File: src/rtl/riscv_muldiv_arbiter_if.sv
// Bundle between the muldiv arbiter and its environment: two requesters,
// the response port, pipeline flush and the coprocessor control/response pins.
interface riscv_muldiv_arbiter_if;
    logic        req0_valid;
    logic [2:0]  req0_subop;
    logic [31:0] req0_rs1;
    logic [31:0] req0_rs2;
    logic        req0_ack;

    logic        req1_valid;
    logic [2:0]  req1_subop;
    logic [31:0] req1_rs1;
    logic [31:0] req1_rs2;
    logic        req1_ack;

    logic        rsp_valid;
    logic        rsp_ready;
    logic        rsp_id;
    logic [31:0] rsp_result;
    logic        rsp_error;

    logic        flush;
    logic        busy;

    logic        cp_dec_valid;
    logic [3:0]  cp_dec_subop;
    logic        cp_alu_valid;
    logic [31:0] cp_alu_rs1;
    logic [31:0] cp_alu_rs2;
    logic        cp_alu_flush;
    logic        cp_cannot_start;
    logic        cp_cannot_complete;
    logic        cp_result_valid;
    logic [31:0] cp_result;

    // arbiter side
    modport slave (
        input  req0_valid, req0_subop, req0_rs1, req0_rs2,
        output req0_ack,
        input  req1_valid, req1_subop, req1_rs1, req1_rs2,
        output req1_ack,
        output rsp_valid, rsp_id, rsp_result, rsp_error,
        input  rsp_ready,
        input  flush,
        output busy,
        output cp_dec_valid, cp_dec_subop, cp_alu_valid, cp_alu_rs1, cp_alu_rs2, cp_alu_flush,
        input  cp_cannot_start, cp_cannot_complete, cp_result_valid, cp_result
    );

    // requesters, response consumer and coprocessor side
    modport master (
        output req0_valid, req0_subop, req0_rs1, req0_rs2,
        input  req0_ack,
        output req1_valid, req1_subop, req1_rs1, req1_rs2,
        input  req1_ack,
        input  rsp_valid, rsp_id, rsp_result, rsp_error,
        output rsp_ready,
        output flush,
        input  busy,
        input  cp_dec_valid, cp_dec_subop, cp_alu_valid, cp_alu_rs1, cp_alu_rs2, cp_alu_flush,
        output cp_cannot_start, cp_cannot_complete, cp_result_valid, cp_result
    );
endinterface

File: src/rtl/riscv_muldiv_arbiter.sv
// Round-robin sharing of one muldiv coprocessor between two requesters, with
// stall handshake, completion timeout and pipeline flush.
//
//   state   | meaning
//   --------+---------------------------------------------------------
//   S_IDLE  | no op in flight; grants the next requester
//   S_DECODE| latched subop presented to the coprocessor decode stage
//   S_EXEC  | operands presented to the ALU stage, waiting for a start
//   S_WAIT  | coprocessor accepted the op but cannot complete yet
//   S_RESP  | tagged response held until the consumer accepts it
module riscv_muldiv_arbiter #(
    parameter int TIMEOUT_CYCLES = 64
) (
    input  logic                  clk,
    input  logic                  reset,
    riscv_muldiv_arbiter_if.slave bus
);
    localparam int            TW          = $clog2(TIMEOUT_CYCLES + 1);
    localparam logic [TW-1:0] TIMEOUT_VAL = TW'(TIMEOUT_CYCLES);

    typedef enum logic [2:0] {S_IDLE, S_DECODE, S_EXEC, S_WAIT, S_RESP} state_t;

    state_t        state;
    logic          last_grant;
    logic          id_q;
    logic [2:0]    subop_q;
    logic [31:0]   rs1_q;
    logic [31:0]   rs2_q;
    logic [31:0]   result_q;
    logic          error_q;
    logic [TW-1:0] timer;

    logic          in_alu;
    logic          in_op;
    logic [TW-1:0] timer_inc;
    logic          flush_hit;
    logic          timeout_hit;
    logic          grant;
    logic          grant_id;

    assign in_alu    = (state == S_EXEC) || (state == S_WAIT);
    assign in_op     = in_alu || (state == S_DECODE);
    assign timer_inc = (timer == {TW{1'b1}}) ? timer : timer + TW'(1);
    assign flush_hit = in_op && bus.flush;
    // timer_inc counts the current cycle, so the abort lands on the Nth EXEC/WAIT cycle
    assign timeout_hit = in_alu && (timer_inc >= TIMEOUT_VAL);

    assign grant    = (state == S_IDLE) && (bus.req0_valid || bus.req1_valid) && !reset;
    assign grant_id = (bus.req0_valid && bus.req1_valid) ? ~last_grant : bus.req1_valid;

    assign bus.req0_ack     = grant && !grant_id;
    assign bus.req1_ack     = grant && grant_id;
    assign bus.busy         = (state != S_IDLE);
    assign bus.cp_dec_valid = (state == S_DECODE);
    assign bus.cp_dec_subop = {1'b0, subop_q};
    assign bus.cp_alu_valid = in_alu;
    assign bus.cp_alu_rs1   = rs1_q;
    assign bus.cp_alu_rs2   = rs2_q;
    assign bus.cp_alu_flush = !reset && (flush_hit || timeout_hit);
    assign bus.rsp_valid    = (state == S_RESP);
    assign bus.rsp_id       = id_q;
    assign bus.rsp_result   = result_q;
    assign bus.rsp_error    = error_q;

    always_ff @(posedge clk) begin
        if (reset) begin
            state      <= S_IDLE;
            last_grant <= 1'b1;
            id_q       <= 1'b0;
            subop_q    <= '0;
            rs1_q      <= '0;
            rs2_q      <= '0;
            result_q   <= '0;
            error_q    <= 1'b0;
            timer      <= '0;
        end else if (flush_hit) begin
            state <= S_IDLE;
            timer <= '0;
        end else if (timeout_hit) begin
            result_q <= '0;
            error_q  <= 1'b1;
            timer    <= timer_inc;
            state    <= S_RESP;
        end else begin
            case (state)
                S_IDLE: begin
                    timer <= '0;
                    if (grant) begin
                        id_q       <= grant_id;
                        last_grant <= grant_id;
                        subop_q    <= grant_id ? bus.req1_subop : bus.req0_subop;
                        rs1_q      <= grant_id ? bus.req1_rs1 : bus.req0_rs1;
                        rs2_q      <= grant_id ? bus.req1_rs2 : bus.req0_rs2;
                        state      <= S_DECODE;
                    end
                end
                S_DECODE: state <= S_EXEC;
                S_EXEC: begin
                    timer <= timer_inc;
                    if (!bus.cp_cannot_start) begin
                        if (bus.cp_cannot_complete) begin
                            state <= S_WAIT;
                        end else begin
                            // no start, no stall and no result is a protocol violation
                            result_q <= bus.cp_result_valid ? bus.cp_result : '0;
                            error_q  <= !bus.cp_result_valid;
                            state    <= S_RESP;
                        end
                    end
                end
                S_WAIT: begin
                    timer <= timer_inc;
                    if (!bus.cp_cannot_complete) begin
                        result_q <= bus.cp_result_valid ? bus.cp_result : '0;
                        error_q  <= !bus.cp_result_valid;
                        state    <= S_RESP;
                    end
                end
                S_RESP: begin
                    if (bus.rsp_ready) begin
                        timer <= '0;
                        state <= S_IDLE;
                    end
                end
                default: state <= S_IDLE;
            endcase
        end
    end
endmodule

File: src/flat_wrapper.sv
// flat-port wrapper written by rule: the top's interface ports become plain ports
module riscv_muldiv_arbiter_flat 
#(
    parameter int TIMEOUT_CYCLES = 64
)
  (clk, reset, bus_req0_valid, bus_req0_subop, bus_req0_rs1, bus_req0_rs2, bus_req0_ack, bus_req1_valid, bus_req1_subop, bus_req1_rs1, bus_req1_rs2, bus_req1_ack, bus_rsp_valid, bus_rsp_id, bus_rsp_result, bus_rsp_error, bus_rsp_ready, bus_flush, bus_busy, bus_cp_dec_valid, bus_cp_dec_subop, bus_cp_alu_valid, bus_cp_alu_rs1, bus_cp_alu_rs2, bus_cp_alu_flush, bus_cp_cannot_start, bus_cp_cannot_complete, bus_cp_result_valid, bus_cp_result);
  riscv_muldiv_arbiter_if bus_i ();
  input  logic clk;
  input  logic reset;
  input wire logic [$bits(bus_i.req0_valid)-1:0] bus_req0_valid;
  input wire logic [$bits(bus_i.req0_subop)-1:0] bus_req0_subop;
  input wire logic [$bits(bus_i.req0_rs1)-1:0] bus_req0_rs1;
  input wire logic [$bits(bus_i.req0_rs2)-1:0] bus_req0_rs2;
  output wire logic [$bits(bus_i.req0_ack)-1:0] bus_req0_ack;
  input wire logic [$bits(bus_i.req1_valid)-1:0] bus_req1_valid;
  input wire logic [$bits(bus_i.req1_subop)-1:0] bus_req1_subop;
  input wire logic [$bits(bus_i.req1_rs1)-1:0] bus_req1_rs1;
  input wire logic [$bits(bus_i.req1_rs2)-1:0] bus_req1_rs2;
  output wire logic [$bits(bus_i.req1_ack)-1:0] bus_req1_ack;
  output wire logic [$bits(bus_i.rsp_valid)-1:0] bus_rsp_valid;
  output wire logic [$bits(bus_i.rsp_id)-1:0] bus_rsp_id;
  output wire logic [$bits(bus_i.rsp_result)-1:0] bus_rsp_result;
  output wire logic [$bits(bus_i.rsp_error)-1:0] bus_rsp_error;
  input wire logic [$bits(bus_i.rsp_ready)-1:0] bus_rsp_ready;
  input wire logic [$bits(bus_i.flush)-1:0] bus_flush;
  output wire logic [$bits(bus_i.busy)-1:0] bus_busy;
  output wire logic [$bits(bus_i.cp_dec_valid)-1:0] bus_cp_dec_valid;
  output wire logic [$bits(bus_i.cp_dec_subop)-1:0] bus_cp_dec_subop;
  output wire logic [$bits(bus_i.cp_alu_valid)-1:0] bus_cp_alu_valid;
  output wire logic [$bits(bus_i.cp_alu_rs1)-1:0] bus_cp_alu_rs1;
  output wire logic [$bits(bus_i.cp_alu_rs2)-1:0] bus_cp_alu_rs2;
  output wire logic [$bits(bus_i.cp_alu_flush)-1:0] bus_cp_alu_flush;
  input wire logic [$bits(bus_i.cp_cannot_start)-1:0] bus_cp_cannot_start;
  input wire logic [$bits(bus_i.cp_cannot_complete)-1:0] bus_cp_cannot_complete;
  input wire logic [$bits(bus_i.cp_result_valid)-1:0] bus_cp_result_valid;
  input wire logic [$bits(bus_i.cp_result)-1:0] bus_cp_result;
  assign bus_i.req0_valid = bus_req0_valid;
  assign bus_i.req0_subop = bus_req0_subop;
  assign bus_i.req0_rs1 = bus_req0_rs1;
  assign bus_i.req0_rs2 = bus_req0_rs2;
  assign bus_req0_ack = bus_i.req0_ack;
  assign bus_i.req1_valid = bus_req1_valid;
  assign bus_i.req1_subop = bus_req1_subop;
  assign bus_i.req1_rs1 = bus_req1_rs1;
  assign bus_i.req1_rs2 = bus_req1_rs2;
  assign bus_req1_ack = bus_i.req1_ack;
  assign bus_rsp_valid = bus_i.rsp_valid;
  assign bus_rsp_id = bus_i.rsp_id;
  assign bus_rsp_result = bus_i.rsp_result;
  assign bus_rsp_error = bus_i.rsp_error;
  assign bus_i.rsp_ready = bus_rsp_ready;
  assign bus_i.flush = bus_flush;
  assign bus_busy = bus_i.busy;
  assign bus_cp_dec_valid = bus_i.cp_dec_valid;
  assign bus_cp_dec_subop = bus_i.cp_dec_subop;
  assign bus_cp_alu_valid = bus_i.cp_alu_valid;
  assign bus_cp_alu_rs1 = bus_i.cp_alu_rs1;
  assign bus_cp_alu_rs2 = bus_i.cp_alu_rs2;
  assign bus_cp_alu_flush = bus_i.cp_alu_flush;
  assign bus_i.cp_cannot_start = bus_cp_cannot_start;
  assign bus_i.cp_cannot_complete = bus_cp_cannot_complete;
  assign bus_i.cp_result_valid = bus_cp_result_valid;
  assign bus_i.cp_result = bus_cp_result;
  riscv_muldiv_arbiter #(.TIMEOUT_CYCLES(TIMEOUT_CYCLES)) u_core (.clk(clk), .reset(reset), .bus(bus_i));
endmodule
File: config.mk
export PLATFORM = sky130hd
export DESIGN_NAME = riscv_muldiv_arbiter_flat
export DESIGN_NICKNAME = d
export VERILOG_FILES = /design/src/rtl/riscv_muldiv_arbiter_if.sv /design/src/rtl/riscv_muldiv_arbiter.sv /design/src/flat_wrapper.sv
export SDC_FILE = /design/constraint.sdc
export NUM_CORES = 1
export LEC_CHECK = 0
export ABC_CLOCK_PERIOD_IN_PS = 1900
export CAP_MARGIN = 40
export CORE_ASPECT_RATIO = 0.8
export CORE_MARGIN = 8
export CORE_UTILIZATION = 39
export CTS_BUF_LIST = sky130_fd_sc_hd__clkbuf_8
export DETAILED_ROUTE_END_ITERATION = 10
export PLACE_DENSITY = 0.92
export REMOVE_ABC_BUFFERS = 1
export SYNTH_ARGS = -nofsm -noshare
export SYNTH_HDL_FRONTEND = slang
export SYNTH_SLANG_ARGS = --single-unit
File: constraint.sdc
create_clock -name clk -period 1.9 [get_ports clk]
set_input_delay 0.38 -clock clk [delete_from_list [all_inputs] [get_ports clk]]
set_output_delay 0.38 -clock clk [all_outputs]
set_load 0.03 [all_outputs]
* Word-level counts from Yosys, hierarchy flattened
Cells that the tools add are included.
** Word-level totals
- Register bits after elaboration :: 112
- Latch bits :: 0
- Bits in writable memories :: 0
- Bits in read-only memories :: 0
- Bits of input ports :: 175
- Output and inout bits :: 109
- Logic and storage cells :: 79
- Memories :: 0
** Operators by class
- Add/sub/neg operators :: 1
- Multiply operators :: 0
- Div/mod/pow operators :: 0
- $lt $le $gt $ge :: 1
- Equal/unequal tests :: 13
- Shifts and indexed selects :: 0
- Mux-type cells :: 24
- Bitwise operators :: 3
- Reductions and logical operators :: 27
** Operator list (count)
- $mux 32 :: 6
- $pmux 32 s2 :: 1
- $mux 3 :: 7
- $mux 7 :: 3
- $pmux 7 s3 :: 1
- $pmux 3 s5 :: 1
- $reduce_and 4->1 :: 3
- $logic_and 1x1->1 :: 8
- $add 7x1->7 const B :: 1
- $eq 7x7->1 const B :: 1
- $ge 7x7->1 const B :: 1
- $eq 3x2->1 const B :: 2
- $ne 3x1->1 const B :: 2
- $ne 3x2->1 const B :: 2
- $reduce_bool 3->1 :: 2
- $logic_or 1x1->1 :: 4
- $mux 1 :: 4
- $ne 2x1->1 const B :: 2
- $ne 2x2->1 const B :: 2
- $reduce_bool 4->1 :: 1
- $reduce_or 2->1 :: 2
- $eq 3x1->1 const B :: 1
- $eq 3x3->1 const B :: 1
- $logic_not 1->1 :: 3
- 6 further kinds :: 8

* Logic depth before layout (Yosys ltp)
- Depth after elaboration :: 6
- Mapped depth :: 6
- Gate-level depth less buffers :: 5

* Worst setup path before layout
Ideal clock, no wire load.
- Kind :: register to output
- Start point :: register u_core.timer[0]
- End point :: output bus_cp_alu_flush
- Data arrival time :: 1.958 ns
- Data required time :: 1.520 ns
- Setup slack :: -0.438 ns
- Cell stages (with the launch flop) :: 6
- Path buffers :: 0
- Cell sequence :: dfxtp_1 > ha_1 > nand4_1 > o21ai_0 > o21ai_0 > a211oi_1
** On the way
- Cells in the longest elaborated chain, start to end :: 6
- Elaborated cells between the ends (all ways) :: 7
- Classes of those cells :: add/sub (1); order compare (1); eq/ne (1); mux (1); reduce/logical (3)
** RTL lines
- start: declaration :: line riscv_muldiv_arbiter.sv:31 : logic [TW-1:0] timer;
- start signal: assignment :: line riscv_muldiv_arbiter.sv:82 : timer <= timer_inc;
- start signal: assignment :: line riscv_muldiv_arbiter.sv:99 : timer <= timer_inc;
- start signal: assignment :: line riscv_muldiv_arbiter.sv:112 : timer <= timer_inc;
- $add 7x1->7 / $eq 7x7->1 (equally long branches) :: line riscv_muldiv_arbiter.sv:43 : assign timer_inc = (timer == {TW{1'b1}}) ? timer : timer + TW'(1);
- $mux 7 (*) :: line riscv_muldiv_arbiter.sv:43
- $ge 7x7->1 (*) :: line riscv_muldiv_arbiter.sv:46 : assign timeout_hit = in_alu && (timer_inc >= TIMEOUT_VAL);
- $logic_and 1x1->1 (*) :: line riscv_muldiv_arbiter.sv:46
- $logic_or 1x1->1 (*) :: line riscv_muldiv_arbiter.sv:59 : assign bus.cp_alu_flush = !reset && (flush_hit || timeout_hit);
- $logic_and 1x1->1 (*) :: line riscv_muldiv_arbiter.sv:59
- end: declaration :: line flat_wrapper.sv:32 : output wire logic [$bits(bus_i.cp_alu_flush)-1:0] bus_cp_alu_flush;
Mark *: on every way between the ends. The rest lies on a longest branch, timed or not.

* Final worst setup path
- Start point :: register u_core.timer[1]
- End point :: output bus_cp_alu_flush
Same word-level chain as after synthesis.

==> impl_metrics.tcl <==
set metrics [dict create \
    rsz0062_at_grt "yes" \
    fillers 850 \
    layout_setup_ws_ns -0.223 \
    dr.first_iter.drc_count 222 \
    antenna_left 0 \
    p_int_mw 4.13 \
    post-place-ws_ns -0.329 \
    grt_pass1_wl_um 27100 \
    reg2reg_slack_ns 0.04 \
    critPathCapture "bus_cp_alu_flush" \
    startpoint_type "flop" \
    synth_cell_types 49 \
    tightest_slew_ns 0.656 \
    grt_usage_pct 20.9 \
    crit_top_cell "o21ai_2" \
    cp.required_ns 1.52 \
    grt_max_degree 49 \
    status "finished with violations" \
    p_comb_share_pct 31.9 \
    synth-edff-count 0 \
    yosys_warnings 0 \
    holdPathStages 2 \
    areaGrowthSynthToFinish_pct 74.6 \
    grt_overflow 0 \
    critPathCaptureType "output pin" \
    drc 0 \
    cp_max_fo 2 \
    layout.nets 961 \
    wl_per_cell_um 19.1 \
    clkPwrFrac_pct 24.8 \
    setup_viol 3 \
    rows 36 \
    numCtsBuffers 9 \
    fmax_mhz 471 \
    synth_largest_area_cell "dfxtp_1" \
    drtPass1Iterations 5 \
    cts.sinks 112 \
    period_share_pct 112 \
    peakVddDrop_v 0.000672 \
    critPathLaunch "u_core.timer[1]" \
    whs_ns 0.489 \
    place_congestion 0.881 \
    powerDensity_nw_per_um2 711 \
    clk_latency_ns 0.38 \
    skew_ns 0.0130 \
    num_vias 4920 \
    power.leakage_nw 3.33 \
    rr_worst_depth 10 \
    path_clk_slew_ns 0.11 \
    routed_via_density 5.22 \
    crit_chain "ha_4 -> nand4_1 -> o21ai_2 -> o21ai_2 -> a211oi_2 -> buf_4" \
    cts_tree "yes" \
    ioPinCount 284 \
    drive_above_1_share_pct 16.1 \
    yosysTopAreaCellShare_pct 46.2 \
    crit_arrival_ns 1.74 \
    cts-root-buf "clkbuf_8" \
    violations "negative setup slack" \
    critPathMaxStageDelay_ns 0.37 \
    hold_viol 0 \
    period_needed_ns 2.12 \
    synthTopCellsByArea "dfxtp_1 (46%), mux2i_1 (14%), a211oi_1 (7.6%)" \
    p_total_mw 6.02 \
    synth_flop_cell "dfxtp_1" \
    path_delay_family "compound AO/OA/AOI/OAI gates" \
    dpl.hpwl_um 14200 \
    htree_num_levels 3 \
    cts.path.max_buffers 2 \
    critical_path_class "flop to output pin" \
    synthCells 472 \
    critPathBufInv 1 \
    crit_path_top_delay_cell "dfxtp_2" \
    grt_pass1_vias 5238 \
    switching_share_pct 31.5 \
    drv_slew 0 \
    cp.depth 6 \
    port_buffers 282 \
    floorplan.initialDensity_pct 39.9 \
    relSlewSlack_pct 56.3 \
    seqPwrFrac_pct 43.2 \
    die_area_um2 16300 \
    grt_antenna_before_repair 0 \
    min_path_type "flop to flop" \
    wl_um 18000 \
    ys_seq_elements 112 \
    r2r-start "u_core.state[0]" \
    synth_area_um2 4850 \
    drv_cap 0 \
    postSynth.asyncResetShare_pct 0 \
    coreArea_um2 12200 \
    ys_seq_area_share_pct 46.2 \
    die_h_um 116 \
    diodes 0 \
    holdBufCountCts 0 \
    reg2reg_to "u_core.bus.rsp_id" \
    switchingPower_mw 1.89 \
    die_w_um 141 \
    postSynthAreaPerCell_um2 10.3 \
]
==> stage by stage <==
stage | instances | utilization, % | setup TNS (ns) | instance area [µm²]
2_1_floorplan | 433 | - | -481.92 | 4590
3_3_place_gp | 914 | 66.3 | -8.04 | 8060
3_5_place_dp | 914 | 66.3 | -15.80 | 8060
4_1_cts | 940 | 68.9 | -0.637 | 8380
5_1_grt | 942 | 69.7 | -0.810 | 8470
6_report | 942 | 69.7 | -0.515 | 8470
==> worst min-delay path by stage <==
stage	from	end	slack, ns
after floorplan	u_core.last_grant	u_core.last_grant	0.43
after global placement	u_core.bus.rsp_id	u_core.bus.rsp_id	0.45
after detailed placement	u_core.bus.rsp_result[20]	u_core.bus.rsp_result[20]	0.47
after CTS	reset	u_core.last_grant	0.47
after global routing	u_core.bus.rsp_error	u_core.bus.rsp_error	0.50
final	u_core.bus.rsp_error	u_core.bus.rsp_error	0.49
==> cell type report <==
cell class	count	area [µm²]	share of cell area (%)
flip-flops and latches	112	2250	26.5
clock buffers	9	124	1.46
clock inverters	7	83.8	0.990
multi-input cells	313	2410	28.4
well taps	152	190	2.24
repair buffers	341	3390	40.0
inverters	8	30.0	0.354
==> what timing repair did <==
action / 4_1_cts / 5_1_grt
setup buffers: 10 / 2
pin swaps: 5 / 7
endpoints found under the hold margin: 0 / 0
setup endpoints to repair: 7 / 24
cloned: 0 / 1
resized for setup: 25 / 16
==> placed cells by master, fill, tap and decap left out, types with 2 or more instances in the layout <==
cell type        netlist  final
a211oi_1              49     48
a211oi_2              21     22
a21oi_1                8      6
a22o_1                32     32
a22oi_1                2      2
buf_12                 0      8
buf_4                  3     54
buf_6                 13      3
clkbuf_8               0      9
clkdlybuf4s50_1        0    264
dfxtp_1              112    108
dfxtp_2                0      4
dlygate4sd2_1          0      2
dlymetal6s2s_1         0      8
inv_1                  8      7
inv_6                  0      3
mux2i_1               67     67
nand2_1                8      8
nand3_1                2      2
nor2_1                76     74
nor2_4                 0      2
nor3_1                 2      2
o21ai_0                7      5
o21ai_2                0      2
o31ai_1                2      2
or3_1                  3      3
==> power by group through the flow <==
stage	combinational (mW)	sequential [mW]	clock, mW
global placement	1.81	2.64	0
global route	2.03	2.63	1.64
finish	1.92	2.60	1.50
CTS	1.90	2.60	1.54
floorplan	0.651	2.96	0
detailed placement	1.86	2.66	0
==> sequential cells by signal, summed over array words and instances (netlist names) <==
name                   flops
u_core.last_grant          1
u_core.timer               7
u_core.state               3
u_core.bus.cp_alu_rs1     32
u_core.bus.rsp_id          1
u_core.subop_q             3
u_core.bus.rsp_result     32
u_core.bus.rsp_error       1
u_core.bus.cp_alu_rs2     32
==> Yosys cell counts (all sizes together), types with 2 or more instances <==
cell,instances
a211oi,70
a21boi,2
a21oi,8
a22o,32
a22oi,2
buf,22
clkbuf,17
dfxtp,112
inv,8
mux2i,67
nand2,8
nand3,2
nor2,76
nor2b,3
nor3,3
o21ai,8
o31ai,2
or3,3
or4,2
==> metal layers <==
metal	up-vias	wire length, µm	global-route usage, %
li1	2375	-	-
met1	2289	6550	20.5
met2	232	9120	38.6
met3	24	2200	11.7
met4	0	161	3.57
met5	-	0	0
==> cells by family (layout without fill, tap and decap cells) <==
| family | count (synthesis) | in the layout | synth area share, % |
|---|---|---|---|
| buffers and inverters | 47 | 365 | 6.03 |
| AND/OR/NAND/NOR | 108 | 108 | 10.3 |
| adder cells (fa/ha/maj) | 1 | 1 | 0.258 |
| AO/OA/AOI/OAI | 136 | 136 | 23.4 |
| other | 1 | 1 | 0.0773 |
| flip-flops | 112 | 112 | 46.2 |
| multiplexers | 67 | 67 | 13.8 |
==> tightest hold or removal path, cell delays in order (launching register included) <==
cell	delay, ns
dfxtp_1	0.33
inv_1	0.05
a211oi_1	0.07
Power figures use the tool's default switching activity.
